[src/rtl/plot_ctrl_pkg.sv]
// Shared types and default geometry for the plot controller.
// State encodings, box/screen defaults and a small helper.
package plot_ctrl_pkg;

    typedef enum logic [2:0] {
        S_LOAD_X        = 3'd0,
        S_LOAD_X_WAIT   = 3'd1,
        S_LOAD_Y_C      = 3'd2,
        S_LOAD_Y_C_WAIT = 3'd3,
        S_DRAW          = 3'd4,
        S_CLEAR         = 3'd5,
        S_DONE          = 3'd6
    } state_t;

    localparam int DEF_X_W      = 8;
    localparam int DEF_Y_W      = 7;
    localparam int DEF_BOX_W    = 4;
    localparam int DEF_BOX_H    = 4;
    localparam int DEF_SCREEN_W = 160;
    localparam int DEF_SCREEN_H = 120;

    function automatic int imax(input int a, input int b);
        return (a > b) ? a : b;
    endfunction

endpackage

[src/rtl/plot_scan_counter.sv]
// 2D raster counter: x runs 0..x_end, then wraps and bumps y.
// Limits are run-time inputs so one counter serves box and screen scans.
module plot_scan_counter #(
    parameter int W_MAX = 4,
    parameter int H_MAX = 4,
    parameter int X_W   = 8,
    parameter int Y_W   = 7
) (
    input  logic           clk,
    input  logic           reset,
    input  logic           clr,
    input  logic           en,
    input  logic [X_W-1:0] x_end,
    input  logic [Y_W-1:0] y_end,
    output logic [X_W-1:0] x,
    output logic [Y_W-1:0] y,
    output logic           last
);

    localparam logic [X_W-1:0] X_CAP = X_W'(W_MAX - 1);
    localparam logic [Y_W-1:0] Y_CAP = Y_W'(H_MAX - 1);

    logic [X_W-1:0] r_x;
    logic [Y_W-1:0] r_y;
    logic [X_W-1:0] w_x_end;
    logic [Y_W-1:0] w_y_end;
    logic           w_x_wrap;

    assign w_x_end  = (x_end > X_CAP) ? X_CAP : x_end;
    assign w_y_end  = (y_end > Y_CAP) ? Y_CAP : y_end;
    assign w_x_wrap = (r_x == w_x_end);

    // Raster step: x increments, wraps at the row end and advances y.
    always_ff @(posedge clk) begin
        if (reset || clr) begin
            r_x <= '0;
            r_y <= '0;
        end else if (en) begin
            if (w_x_wrap) begin
                r_x <= '0;
                r_y <= (r_y == w_y_end) ? '0 : r_y + Y_W'(1);
            end else begin
                r_x <= r_x + X_W'(1);
            end
        end
    end

    assign x    = r_x;
    assign y    = r_y;
    assign last = w_x_wrap && (r_y == w_y_end);

endmodule

[src/rtl/plot_controller.sv]
// Plot controller: load X, load Y/colour, then draw a BOX_W x BOX_H block.
// Optional full-screen clear compiled in with PLOT_CTRL_CLEAR_EN.
module plot_controller
    import plot_ctrl_pkg::*;
#(
    parameter int X_W      = DEF_X_W,
    parameter int Y_W      = DEF_Y_W,
    parameter int BOX_W    = DEF_BOX_W,
    parameter int BOX_H    = DEF_BOX_H,
    parameter int SCREEN_W = DEF_SCREEN_W,
    parameter int SCREEN_H = DEF_SCREEN_H
) (
    input  logic           clk,
    input  logic           reset,
    input  logic           load,
    input  logic           go,
`ifdef PLOT_CTRL_CLEAR_EN
    input  logic           clear,
`endif
    output logic           ld_x,
    output logic           ld_y,
    output logic           ld_colour,
    output logic           writeEn,
    output logic [X_W-1:0] x_off,
    output logic [Y_W-1:0] y_off,
    output logic           use_bg,
    output logic           busy,
    output logic           done
);

    state_t         r_state;
    state_t         w_next;
    logic           w_scan;
    logic           w_last;
    logic [X_W-1:0] w_x;
    logic [Y_W-1:0] w_y;
    logic [X_W-1:0] w_x_end;
    logic [Y_W-1:0] w_y_end;

    assign w_scan = (r_state == S_DRAW) || (r_state == S_CLEAR);

`ifdef PLOT_CTRL_CLEAR_EN
    assign w_x_end = (r_state == S_CLEAR) ? X_W'(SCREEN_W - 1) : X_W'(BOX_W - 1);
    assign w_y_end = (r_state == S_CLEAR) ? Y_W'(SCREEN_H - 1) : Y_W'(BOX_H - 1);
`else
    assign w_x_end = X_W'(BOX_W - 1);
    assign w_y_end = Y_W'(BOX_H - 1);
`endif

    plot_scan_counter #(
        .W_MAX (imax(BOX_W, SCREEN_W)),
        .H_MAX (imax(BOX_H, SCREEN_H)),
        .X_W   (X_W),
        .Y_W   (Y_W)
    ) u_scan (
        .clk   (clk),
        .reset (reset),
        .clr   (!w_scan),
        .en    (w_scan),
        .x_end (w_x_end),
        .y_end (w_y_end),
        .x     (w_x),
        .y     (w_y),
        .last  (w_last)
    );

    // State register.
    always_ff @(posedge clk) begin
        if (reset) r_state <= S_LOAD_X;
        else       r_state <= w_next;
    end

    // Next-state logic and Moore output decode.
    always_comb begin
        w_next    = r_state;
        ld_x      = 1'b0;
        ld_y      = 1'b0;
        ld_colour = 1'b0;
        writeEn   = w_scan;
        busy      = w_scan;
        done      = 1'b0;
        use_bg    = 1'b0;
        x_off     = w_x;
        y_off     = w_y;
        case (r_state)
            S_LOAD_X: begin
                ld_x = 1'b1;
                if (load) w_next = S_LOAD_X_WAIT;
`ifdef PLOT_CTRL_CLEAR_EN
                else if (clear) w_next = S_CLEAR;
`endif
            end
            S_LOAD_X_WAIT: begin
                ld_x = 1'b1;
                if (!load) w_next = S_LOAD_Y_C;
            end
            S_LOAD_Y_C: begin
                ld_y      = 1'b1;
                ld_colour = 1'b1;
                if (go) w_next = S_LOAD_Y_C_WAIT;
            end
            S_LOAD_Y_C_WAIT: begin
                ld_y      = 1'b1;
                ld_colour = 1'b1;
                if (!go) w_next = S_DRAW;
            end
            S_DRAW: begin
                if (w_last) w_next = S_DONE;
            end
`ifdef PLOT_CTRL_CLEAR_EN
            S_CLEAR: begin
                use_bg = 1'b1;
                if (w_last) w_next = S_DONE;
            end
`endif
            S_DONE: begin
                done = 1'b1;
                if (load) w_next = S_LOAD_X;
            end
            default: w_next = S_LOAD_X;
        endcase
    end

endmodule

[config.mk]
export PLATFORM = sky130hd
export DESIGN_NAME = plot_controller
export DESIGN_NICKNAME = d
export VERILOG_FILES = /design/src/rtl/plot_ctrl_pkg.sv /design/src/rtl/plot_scan_counter.sv /design/src/rtl/plot_controller.sv
export SDC_FILE = /design/constraint.sdc
export NUM_CORES = 1
export LEC_CHECK = 0
export CAP_MARGIN = 40
export CORE_MARGIN = 1.5
export CORE_UTILIZATION = 49
export CTS_CLUSTER_DIAMETER = 60
export CTS_CLUSTER_SIZE = 28
export DETAILED_ROUTE_END_ITERATION = 8
export PLACE_DENSITY = 0.83
export SLEW_MARGIN = 20
export SYNTH_ARGS = -nofsm -noshare
export SYNTH_HDL_FRONTEND = slang
export SYNTH_SLANG_ARGS = --single-unit
export TNS_END_PERCENT = 10
[constraint.sdc]
create_clock -name clk -period 3.25 [get_ports clk]
set_clock_uncertainty 0.1 [all_clocks]
set_input_delay 0.4875 -clock clk [delete_from_list [all_inputs] [get_ports clk]]
set_output_delay 0.4875 -clock clk [all_outputs]
set_load 0.05 [all_outputs]
# Word level (Yosys, flattened, before mapping)
# Cells that the tools add are included.
# totals
output_inout_bits,22
ff_bits,18
inputBits,4
wordCells,40
# classes
n_reduce_logical,9
addsub,2
mux,12
n_eq_ne,14
# ops
op,count
3-bit two-way mux,6
3-bit case mux with 6 select lines,1
2-bit inequality test (second input constant),5
3-bit equality test (second input constant),3
8-bit by 1-bit adder with 8-bit output (second input constant),1
8-bit by 2-bit equality test with 1-bit output (second input constant),1
8-bit two-way mux,1
7-bit by 1-bit adder with 7-bit output (second input constant),1
7-bit by 2-bit equality test with 1-bit output (second input constant),1
7-bit two-way mux,1
3-bit by 2-bit equality test with 1-bit output (second input constant),2
6-bit AND reduction,1
2-bit OR reduction,2
3-bit by 1-bit equality test with 1-bit output (second input constant),1
3-bit logical NOT,1
1-bit two-way mux,3
1-bit logical OR,2
2-bit by 1-bit inequality test with 1-bit output (second input constant),1
2-bit AND reduction,1
1-bit logical AND,1
1-bit logical NOT,1

# Longest topological paths before layout
# Gate-level depths: netlist of the first run.
# depth
ltp_word,4
depth_mapped,6
depth_no_buf,5

# By module
# Synthesis of the first run repeated with hierarchy kept, for this count alone.
# hier_totals
hier_cells,162
area_unflattened_um2,1301.2
# modules_own_cells
module,area_per_inst_um2,seq_area_each_um2,cells_per_inst,instances
plot_scan_counter,1063.5,300.3,133,1
plot_controller,237.7,60.1,29,1

# Least setup slack after synthesis of the first run
# No wires, ideal clock.
# synth_timing
path_type,reg-to-output
start,register r_state[2]
end,output port done
n_path_buf,0
required_ns,2.662
arrival_ns,1.640
stages_incl_launch_ff,3
path_slack_ns,1.023
cell_sequence,dfxtp_1 inv_1 nor3b_1
# synth_between
elab_chain_len,2
# synth_lines
item,line_no,rtl
start: declaration,plot_controller.sv:31,state_t r_state;
start signal: assignment,plot_controller.sv:70,else r_state <= w_next;
3-bit equality test,plot_controller.sv:85,case (r_state)
1-bit two-way mux,plot_controller.sv:85,
end: declaration,plot_controller.sv:28,output logic done
# Every way passes these cells.

# Worst setup path after layout of the first run
# Same ends and word-level chain as after synthesis.

==> results of run 1 <==
stage by stage:
step                      hold slack (ns)  area, um2  cells
final                               0.407       1150    146
after floorplan                     0.399        873     97
after global placement              0.379       1120    142
after CTS                           0.414       1150    146
after global routing                0.439       1150    146
after detailed placement            0.389       1120    142
state kept, by name, summed over array words and instances (netlist names):
register and flops:
r_state 3, u_scan.y 7, u_scan.x 8
metal layers:
layer  wire length (um)  track usage  vias up
met5                  0            0        -
met4                 22       0.0882        0
met3                 51       0.0360        2
met2                832        0.306       15
met1                908        0.253      363
li1                   -            -      391
layout by cell type, fill, tap and decap left out, types with 2 or more instances in the layout:
cell type        synthesis  routed
clkdlybuf4s50_1          0      24
nor3_1                   3       3
nand4_1                  9       9
ha_1                     2       2
or3_1                    2       2
nor2b_1                  2       2
nand2_1                  5       5
o21ai_0                  3       3
and3_1                   4       4
nor2_1                  13      13
xor2_1                   9       9
clkbuf_4                 0       3
nand2b_1                 2       2
mux2i_1                  2       2
dfxtp_1                 18      18
a21oi_1                  3       3
worst max-delay path: cells and delay by family (launching register included):
family / cells / cell delay (ns)
buffers and inverters: 2 / 0.95
flip-flops: 1 / 0.46
AND/OR/NAND/NOR: 1 / 0.23
cells by family (layout without fill, tap and decap cells):
group                    after synthesis  in the layout
AND/OR/NAND/NOR                       48             48
flip-flops                            18             18
AO/OA/AOI/OAI                         11             11
XOR/XNOR                               9              9
buffers and inverters                  6             30
adder cells (fa/ha/maj)                2              2
multiplexers                           2              2
other                                  1              1
area by class of cell:
type	count	area [um2]	share of cell area
inverters	2	7.51	0.00651
repair buffers	24	240	0.208
clock buffers	4	36.3	0.0315
flip-flops and latches	18	360	0.312
multi-input cells	73	478	0.414
well taps	25	31.3	0.0271
how the worst max path moves through the flow:
stage / cells past startpoint / endpoint / startpoint
4_1_cts: 3 / done / r_state[2]$_SDFFE_PP0P_
5_1_grt: 3 / done / r_state[2]$_SDFFE_PP0P_
2_1_floorplan: 2 / done / r_state[2]$_SDFFE_PP0P_
6_report: 3 / done / r_state[2]$_SDFFE_PP0P_
3_3_place_gp: 3 / done / r_state[2]$_SDFFE_PP0P_
3_5_place_dp: 3 / done / r_state[2]$_SDFFE_PP0P_
report_power, final:
group | internal, mW | switching, mW | total, mW | leakage (nW)
Sequential | 0.223 | 0.00327 | 0.226 | 0.145
Clock | 0.0682 | 0.0688 | 0.137 | 0.0210
Combinational | 0.0128 | 0.0211 | 0.0340 | 0.245
Total | 0.304 | 0.0932 | 0.397 | 0.412
==> impl_results.md, run 1 <==
* Vias/cell at around 5.3
* Largest family of logic cells by synthesized area: simple AND/OR/NAND/NOR gates
* Setup TNS at 0 ns
* Detailed Routing Iterations Pass 1 at 4
* Worst-Skew Late Latency at 0.29 ns
* Fill cell count at 157
* Final wirelength at 1820 um
* # IOs at 26
* Final ANT Viol Nets at 0
* Starting Density at 0.511
* Antenna Cells at 0
* Post-synth top area cell: dfxtp_1
* Complex-gate fraction of the synthesized area at 0.0788
* Crit end category: output pin
* XOR/XNOR Fraction of Synth Area at 0.0903
* Drt drc at 0
* Most frequent cells after synthesis: dfxtp_1, nor2_1, nand4_1, xor2_1, nand2_1
* Die extent in y at between 40 and 50 um
* Worst R2R End: u_scan.y[2]$_SDFFE_PP0P_
* Worst slew pin tran at approximately 0.50 ns
* First-pass GRT wire length at a little under 3000 um
* Synth cell types at 32
* Adder-cell share of the synthesized area at 0.0287
* CP Cell Sequence: inv_1, nor3b_1, clkdlybuf4s50_1
* Die ar. at between 2000 and 2500 um2
* Fin crit period at 2.51 ns
* Area share of the largest cell type after synthesis at 0.413
* DRT iter0 DRCs at 23
* CP peak stage delay at about 0.84 ns
* Final setup vio count at 0
* Routability cong. at between 0.7 and 0.8
* TritonCTS Buffers at 3
* Worst r2r src: u_scan.x[0]$_SDFFE_PP0N_
* WP data arrival at ~1.9 ns
* Depth of the worst hold-timing path at 1
* Max cap viols at 0
* Syn_area_per_cell at 9.00 um2
* Top-count cell post-synth: dfxtp_1
* Slowest cell on the critical path: clkdlybuf4s50_1
* Wire per inst at ~12 um
* RSZ-0062 raised after global routing: no
* Slew headroom at 0.667
* VDD IR max at between 0.2 and 0.3 mV
* Outcome: finished clean
* Area Growth Syn to Fin at 32.1%
* Count of buffers from port buffering at 24
* Gr ovfl total at 0
* Mux cell area share after synthesis at 0.0229
* # hold bufs at CTS at 0
* Post-CTS Setup Inserts at 0
* Hold Path Sink: u_scan.x[0]$_SDFFE_PP0N_
* Period Utilization, post-route at 0.773
* Total number of yosys warnings at 0
* Syn Inst Count at slightly below 100
* Main synth FF type: dfxtp_1
* Final Max Tran Viols at 0
* Clock root cell: clkbuf_4
* Clock tree buffer depth at 2
* Type of the worst setup path: flop to output pin
* Crit Path Max Fanout at 7
* R2R setup slack at about 1.3 ns
* Endpoints failing hold at 0
* Final core utilization at 0.675
* Clock-pin slew on the worst setup and hold paths at about 0.1 ns
* CTS tree: built
* H-Tree Depth at 1
* Setup ws final at between 0.7 and 0.8 ns
* Proportion of layout cells with a drive suffix above 1 at 0.0661
* Number of global-route vias before repair at 675
* Hold_sp: u_scan.x[0]$_SDFFE_PP0N_
* EDFF count, synth at 0
* Row Count at 15
* Critical Path RT at between 2 and 3 ns
* P_leak at a little over 0.4 nW
* Fmax achieved at about 400 MHz
* Syn Nets at roughly 100
* Pwr/cell area at 344 nW/um2
* PnR Total Power at 0.397 mW
* Vias at a little under 800
* Initial antenna violation count at 0
* Detailed placer's ending HPWL at 1370 um
* Clock Sinks at 18
* Synthesis-stage register bit count at 18
* Nets at approximately 130
* Die Width at between 40 and 50 um
* Post-synthesis async set-or-reset flop share at 0
* CORE AREA at around 1700 um2
* Total GRT Usage at 0.193
* Sequential area share after synthesis at 0.413
* Worst-case reg-to-reg path depth at 5
* Class of the worst hold path: flop to flop
* Synth area leaders: dfxtp_1, xor2_1, nand4_1
* Worst Setup Start Kind: flop
* Synth Area in Simple Gates at 0.322
* Post-Syn Area at around 870 um2
* DP Worst Slack at roughly 1.1 ns
* Cts repair resizes at 0
* Largest net degree at the start of global routing at 11
(Power assumes the default switching activity.)
==> run 2, diff against run 1 <==
CORE_UTILIZATION = 45   (was 49)
PLACE_DENSITY = 0.77   (was 0.83)
clock period = 2.4 ns   (was 3.25 ns; I/O delays follow)
==> impl_results.md, run 2 (synthesis results as in run 1) <==
* Hold slack at 0.404 ns (was 0.407 ns)
* Max cap viols at 0 (unchanged)
* Part of the power in registers at 0.609 (was 0.569)
* Detailed Routing Iterations Pass 1 at 4 (unchanged)
* Reg area at 360 um2 (unchanged)
* Routability cong. at 0.808 (was 0.749)
* Gate power share at 0.091 (was 0.086)
* Vias/cell at 5.34 (was 5.28)
* Sw Share at 0.250 (was 0.235)
* Fmax achieved at around 470 MHz
* Clock tree buffer depth at 2 (unchanged)
* Top Family by Delay on Critical Path: buffers and inverters (unchanged)
* Clock power share at 0.300 (was 0.345)
* Detailed placer's ending HPWL at 1320 um (was 1370 um)
* Wire per inst at 12.5 um (was 12.4 um)
* Die ar. at 2210 um2 (was 2040 um2)
* Slew headroom at 0.660 (was 0.667)
* Endpoints failing hold at 0 (unchanged)
* Period Utilization, post-route at 0.886
* Proportion of layout cells with a drive suffix above 1 at 0.0583 (was 0.0661)
* Die extent in y at 47.1 um (was 45.2 um)
* Initial antenna violation count at 0 (unchanged)
* Commonest non-fill, non-tap cell in the layout: clkdlybuf4s50_1 (unchanged)
* Pwr/cell area at 436 nW/um2 (was 344 nW/um2)
* Gr ovfl total at 0 (unchanged)
* Slowest cell on the critical path: clkdlybuf4s50_1 (unchanged)
* VDD IR max at 0.298 mV (was 0.265 mV)
* H-Tree Depth at 1 (unchanged)
* Final setup vio count at 0 (unchanged)
* P_leak at 0.494 nW (was 0.412 nW)
* CP peak stage delay at 0.82 ns (was 0.84 ns)
* Critical Path RT at 1.94 ns (was 2.66 ns)
* Starting Density at 0.490 (was 0.511)
* CORE AREA at 1780 um2 (was 1710 um2)
* Final wirelength at 1820 um (about the same)
* RSZ-0062 raised after global routing: no (unchanged)
* Row Count at 15 (unchanged)
* CP Cell Sequence: nor2_1, clkdlybuf4s50_1 (was inv_1, nor3b_1, clkdlybuf4s50_1)
* Nets at 128 (unchanged)
* Largest net degree at the start of global routing at 10 (was 11)
* Most frequent cells in the layout: clkdlybuf4s50_1, dfxtp_1, nor2_1, xor2_1, nand4_1 (unchanged)
* Net Switching at 0.126 mW (was 0.0932 mW)
* Worst path buffer plus inverter count at 1 (was 2)
* Fill cell count at 158 (was 157)
* Class of the worst hold path: flop to flop (unchanged)
* Die Width at 47.1 um (was 45.2 um)
* Crit end category: output pin (unchanged)
* Worst Setup Start Kind: flop (unchanged)
* Max reg flops at 8 (unchanged)
* WP data arrival at 1.67 ns (was 1.92 ns)
* Type of the worst setup path: flop to output pin (unchanged)
* Final Max Tran Viols at 0 (unchanged)
* Final core utilization at 0.646 (was 0.675)
* # hold bufs at CTS at 0 (unchanged)
* Combined area of the multi-input logic cells at 478 um2 (unchanged)
* Antenna Cells at 0 (unchanged)
* Total GRT Usage at 0.186 (was 0.193)
* Worst-Skew Late Latency at 0.29 ns (about the same)
* Cts repair resizes at 0 (unchanged)
* Count of buffers from port buffering at 24 (unchanged)
* Vias at 774 (was 771)
* Final ANT Viol Nets at 0 (unchanged)
* Setup TNS at 0 ns (unchanged)
* Worst slew pin tran at 0.508 ns (was 0.497 ns)
* CTS tree: built (unchanged)
* Post-CTS Setup Inserts at 0 (unchanged)
* Drt drc at 0 (unchanged)
* Outcome: finished clean (unchanged)
* TritonCTS Buffers at 3 (unchanged)
* Crit Path Max Fanout at 9 (was 7)
* Number of non-filler instances in the completed layout at 145 (was 146)
* Clock root cell: clkbuf_4 (unchanged)
* Fin crit period at 2.13 ns
* Inst Count DP at 142 (unchanged)
* Number of global-route vias before repair at 661 (was 675)
* DRT iter0 DRCs at 8 (was 23)
* Area Growth Syn to Fin at 31.9% (was 32.1%)
* PnR Total Power at 0.502 mW (was 0.397 mW)
* First-pass GRT wire length at 2860 um (was 2890 um)
* Clock Sinks at 18 (unchanged)
* # IOs at 26 (unchanged)
* Internal at 0.377 mW (was 0.304 mW)
* Clock-pin slew on the worst setup and hold paths at 0.10 ns (about the same)
[run 2: changes by cell type in the layout (fill, tap and decap cells not counted)]
| cell | before | now |
|---|---|---|
| clkbuf_8 | 1 | 0 |
| dlymetal6s2s_1 | 0 | 5 |
| clkdlybuf4s50_1 | 24 | 19 |
[run 2: power by group through the flow]
stage	Clock (mW)	Combinational [mW]	Sequential (mW)
after floorplan	0	0.0350	0.310
after global placement	0	0.0451	0.312
after detailed placement	0	0.0458	0.313
after CTS	0.157	0.0460	0.306
after global routing	0.174	0.0477	0.306
final	0.151	0.0455	0.306
[run 2: routing by layer]
metal,wire (um),vias up,track usage
met1,879,358,0.245
met3,68,2,0.0346
met2,856,22,0.288
met4,14,0,0.100
met5,0,-,0
li1,-,392,-
[run 2: worst register-to-register path, cell delays in order (launching register included)]
cell and delay, ns:
dfxtp_1 0.43, ha_1 0.24, nor4b_4 0.37, nand2_2 0.19
o21ai_1 0.39, nor2_1 0.10
[run 2: worst paths after layout]
path	depth (start not counted)	slack [ns]	endpoint	from
max	2	0.27	ld_x	r_state[1]$_SDFFE_PP0P_
min	1	0.40	u_scan.x[0]$_SDFFE_PP0N_	u_scan.x[0]$_SDFFE_PP0N_
max reg2reg	5	0.47	u_scan.y[2]$_SDFFE_PP0P_	u_scan.x[0]$_SDFFE_PP0N_
min reg2reg	1	0.40	u_scan.x[0]$_SDFFE_PP0N_	u_scan.x[0]$_SDFFE_PP0N_
[run 2: per-stage QoR]
stage          setup slack [ns]  instance area (um2)
2_1_floorplan             0.300                  873
5_1_grt                   0.205                 1150
3_5_place_dp              0.362                 1120
4_1_cts                 0.00267                 1140
3_3_place_gp              0.406                 1120
6_report                  0.275                 1150
[run 2: final cells by class]
type                       instances  area share
multi-input combinational         73       0.415
sequential                        18       0.313
timing repair buffer              24       0.219
tap                               25      0.0271
clock buffer                       3      0.0195
inverter                           2     0.00651
==> run 3, diff against run 2 <==
CORE_ASPECT_RATIO = 1.2   (was unset)
==> impl_results.md, run 3 (synthesis results as in run 1) <==
* Worst-Skew Late Latency at 0.29 ns (about the same)
* Final setup vio count at 0 (unchanged)
* Post-CTS Setup Inserts at 0 (unchanged)
* Fin crit period at 2.13 ns (about the same)
* Detailed placer's ending HPWL at 1310 um (was 1320 um)
* Pwr/cell area at 436 nW/um2 (about the same)
* Type of the worst setup path: flop to output pin (unchanged)
* # IOs at 26 (unchanged)
* CTS tree: built (unchanged)
* RSZ-0062 raised after global routing: no (unchanged)
* Antenna Cells at 0 (unchanged)
* Clock Sinks at 18 (unchanged)
* Fin area at 1140 um2 (was 1150 um2)
* P_leak at 0.494 nW (unchanged)
* Max reg flops at 8 (unchanged)
* H-Tree Depth at 1 (unchanged)
* Gr ovfl total at 0 (unchanged)
* Slew headroom at 0.651 (was 0.660)
* Crit end category: output pin (unchanged)
* Crit Path Max Fanout at 9 (unchanged)
* CORE AREA at 1830 um2 (was 1780 um2)
* Worst-case reg-to-reg path depth at 5 (unchanged)
* Period Utilization, post-route at 0.888 (was 0.886)
* Wire per inst at 12.8 um (was 12.5 um)
* Initial antenna violation count at 0 (unchanged)
* Clock-pin slew on the worst setup and hold paths at 0.10 ns (about the same)
* Critical Path RT at 1.94 ns (about the same)
* Worst slew pin tran at 0.522 ns (was 0.508 ns)
* TritonCTS Buffers at 3 (unchanged)
* Clock root cell: clkbuf_4 (unchanged)
* Worst Setup Start Kind: flop (unchanged)
* Worst r2r src: u_scan.x[0]$_SDFFE_PP0N_ (unchanged)
* Area Growth Syn to Fin at 31.1% (was 31.9%)
* Clock tree buffer depth at 2 (unchanged)
* Final Max Tran Viols at 0 (unchanged)
* Largest net degree at the start of global routing at 10 (unchanged)
* Commonest non-fill, non-tap cell in the layout: clkdlybuf4s50_1 (unchanged)
* Outcome: finished clean (unchanged)
* Final ANT Viol Nets at 0 (unchanged)
* Nets at 128 (unchanged)
* Max cap viols at 0 (unchanged)
* Metal3 WL at 63 um (was 68 um)
* R2R setup slack at 0.50 ns (was 0.47 ns)
* Area after DPL at 1110 um2 (was 1120 um2)
* Part of the power in registers at 0.612 (was 0.609)
* Die ar. at 2220 um2 (was 2210 um2)
* Class of the worst hold path: flop to flop (unchanged)
* Highest routed layer: met4 (unchanged)
* VDD IR max at 0.267 mV (was 0.298 mV)
* WP data arrival at 1.67 ns (about the same)
* Setup TNS at 0 ns (unchanged)
* Count of buffers from port buffering at 24 (unchanged)
* Final wirelength at 1790 um (was 1820 um)
* Clock power share at 0.297 (was 0.300)
* Met2 WL at 847 um (was 856 um)
* Starting Density at 0.477 (was 0.490)
* Drt drc at 0 (unchanged)
* Hold Path Sink: u_scan.x[0]$_SDFFE_PP0N_ (unchanged)
* Proportion of layout cells with a drive suffix above 1 at 0.0583 (unchanged)
* Depth of the worst hold-timing path at 1 (unchanged)
* WL met1 at 833 um (was 879 um)
* Internal at 0.377 mW (about the same)
* Worst R2R End: u_scan.y[5]$_SDFFE_PP0P_ (was u_scan.y[2]$_SDFFE_PP0P_)
* Sw Share at 0.246 (was 0.250)
* DRT iter0 DRCs at 16 (was 8)
* Die Width at 43.2 um (was 47.1 um)
* First-pass GRT wire length at 3110 um (was 2860 um)
* Fmax achieved at 469 MHz (was 471 MHz)
* Hold_sp: u_scan.x[0]$_SDFFE_PP0N_ (unchanged)
* Row Count at 17 (was 15)
* Net Switching at 0.123 mW (was 0.126 mW)
* Most frequent cells in the layout: clkdlybuf4s50_1, dfxtp_1, nor2_1, xor2_1, nand4_1 (unchanged)
* Detailed Routing Iterations Pass 1 at 4 (unchanged)
* Gate power share at 0.090 (was 0.091)
* Routability cong. at 0.770 (was 0.808)
* Number of global-route vias before repair at 731 (was 661)
* Vias/cell at 5.56 (was 5.34)
* Endpoints failing hold at 0 (unchanged)
* Total GRT Usage at 0.188 (was 0.186)
* Die extent in y at 51.3 um (was 47.1 um)
* Vias at 773 (was 774)
## run 3: cell counts in the layout (fill, tap and decap cells not counted)
Identical to the previous run, type by type.
## run 3: final cells by class
class	count	area (um2)
timing repair buffer	24	253
clock buffer	3	22.5
tap	19	23.8
sequential	18	360
inverter	2	7.51
multi-input combinational	73	478
fill	171	684
## run 3: worst max path at each step
stage                                        from      end  slack [ns]  cells after the start
after floorplan           r_state[2]$_SDFFE_PP0P_     done        0.30                      2
after global placement    r_state[1]$_SDFFE_PP0P_     busy        0.40                      3
after detailed placement  r_state[1]$_SDFFE_PP0P_  writeEn        0.39                      3
after CTS                 r_state[1]$_SDFFE_PP0P_  writeEn        0.05                      3
after global routing      r_state[1]$_SDFFE_PP0P_     ld_x        0.21                      2
final                     r_state[1]$_SDFFE_PP0P_     ld_x        0.27                      2
## run 3: per-stage QoR
stage / utilization / setup WS [ns] / std cells / hold slack [ns] / power, mW
2_1_floorplan: - / 0.300 / 97 / 0.332 / 0.345
3_3_place_gp: 0.607 / 0.402 / 136 / 0.380 / 0.358
3_5_place_dp: 0.607 / 0.386 / 136 / 0.389 / 0.358
4_1_cts: 0.619 / 0.0480 / 139 / 0.412 / 0.504
5_1_grt: 0.626 / 0.211 / 139 / 0.439 / 0.521
6_report: 0.626 / 0.268 / 139 / 0.406 / 0.500
## run 3: worst max-delay path: stages, from the launching register on
cell             delay [ns]
dfxtp_1                0.40
nor2_1                 0.15
clkdlybuf4s50_1        0.82
## run 3: power by group through the flow
stage	clock, mW	sequential [mW]	combinational, mW
floorplan	0	0.310	0.0350
global placement	0	0.312	0.0452
detailed placement	0	0.313	0.0456
CTS	0.153	0.306	0.0460
global route	0.166	0.307	0.0478
finish	0.148	0.306	0.0452
## run 3: timing repair
item,CTS,global route
resized for setup,0,5
endpoints found under the setup margin,0,5
hold buffers,0,0
## run 3: metal layers
layer  GRT usage  vias up
li1            -      391
met4       0.106        0
met1       0.224      356
met5           0        -
met3      0.0318        4
met2       0.313       22
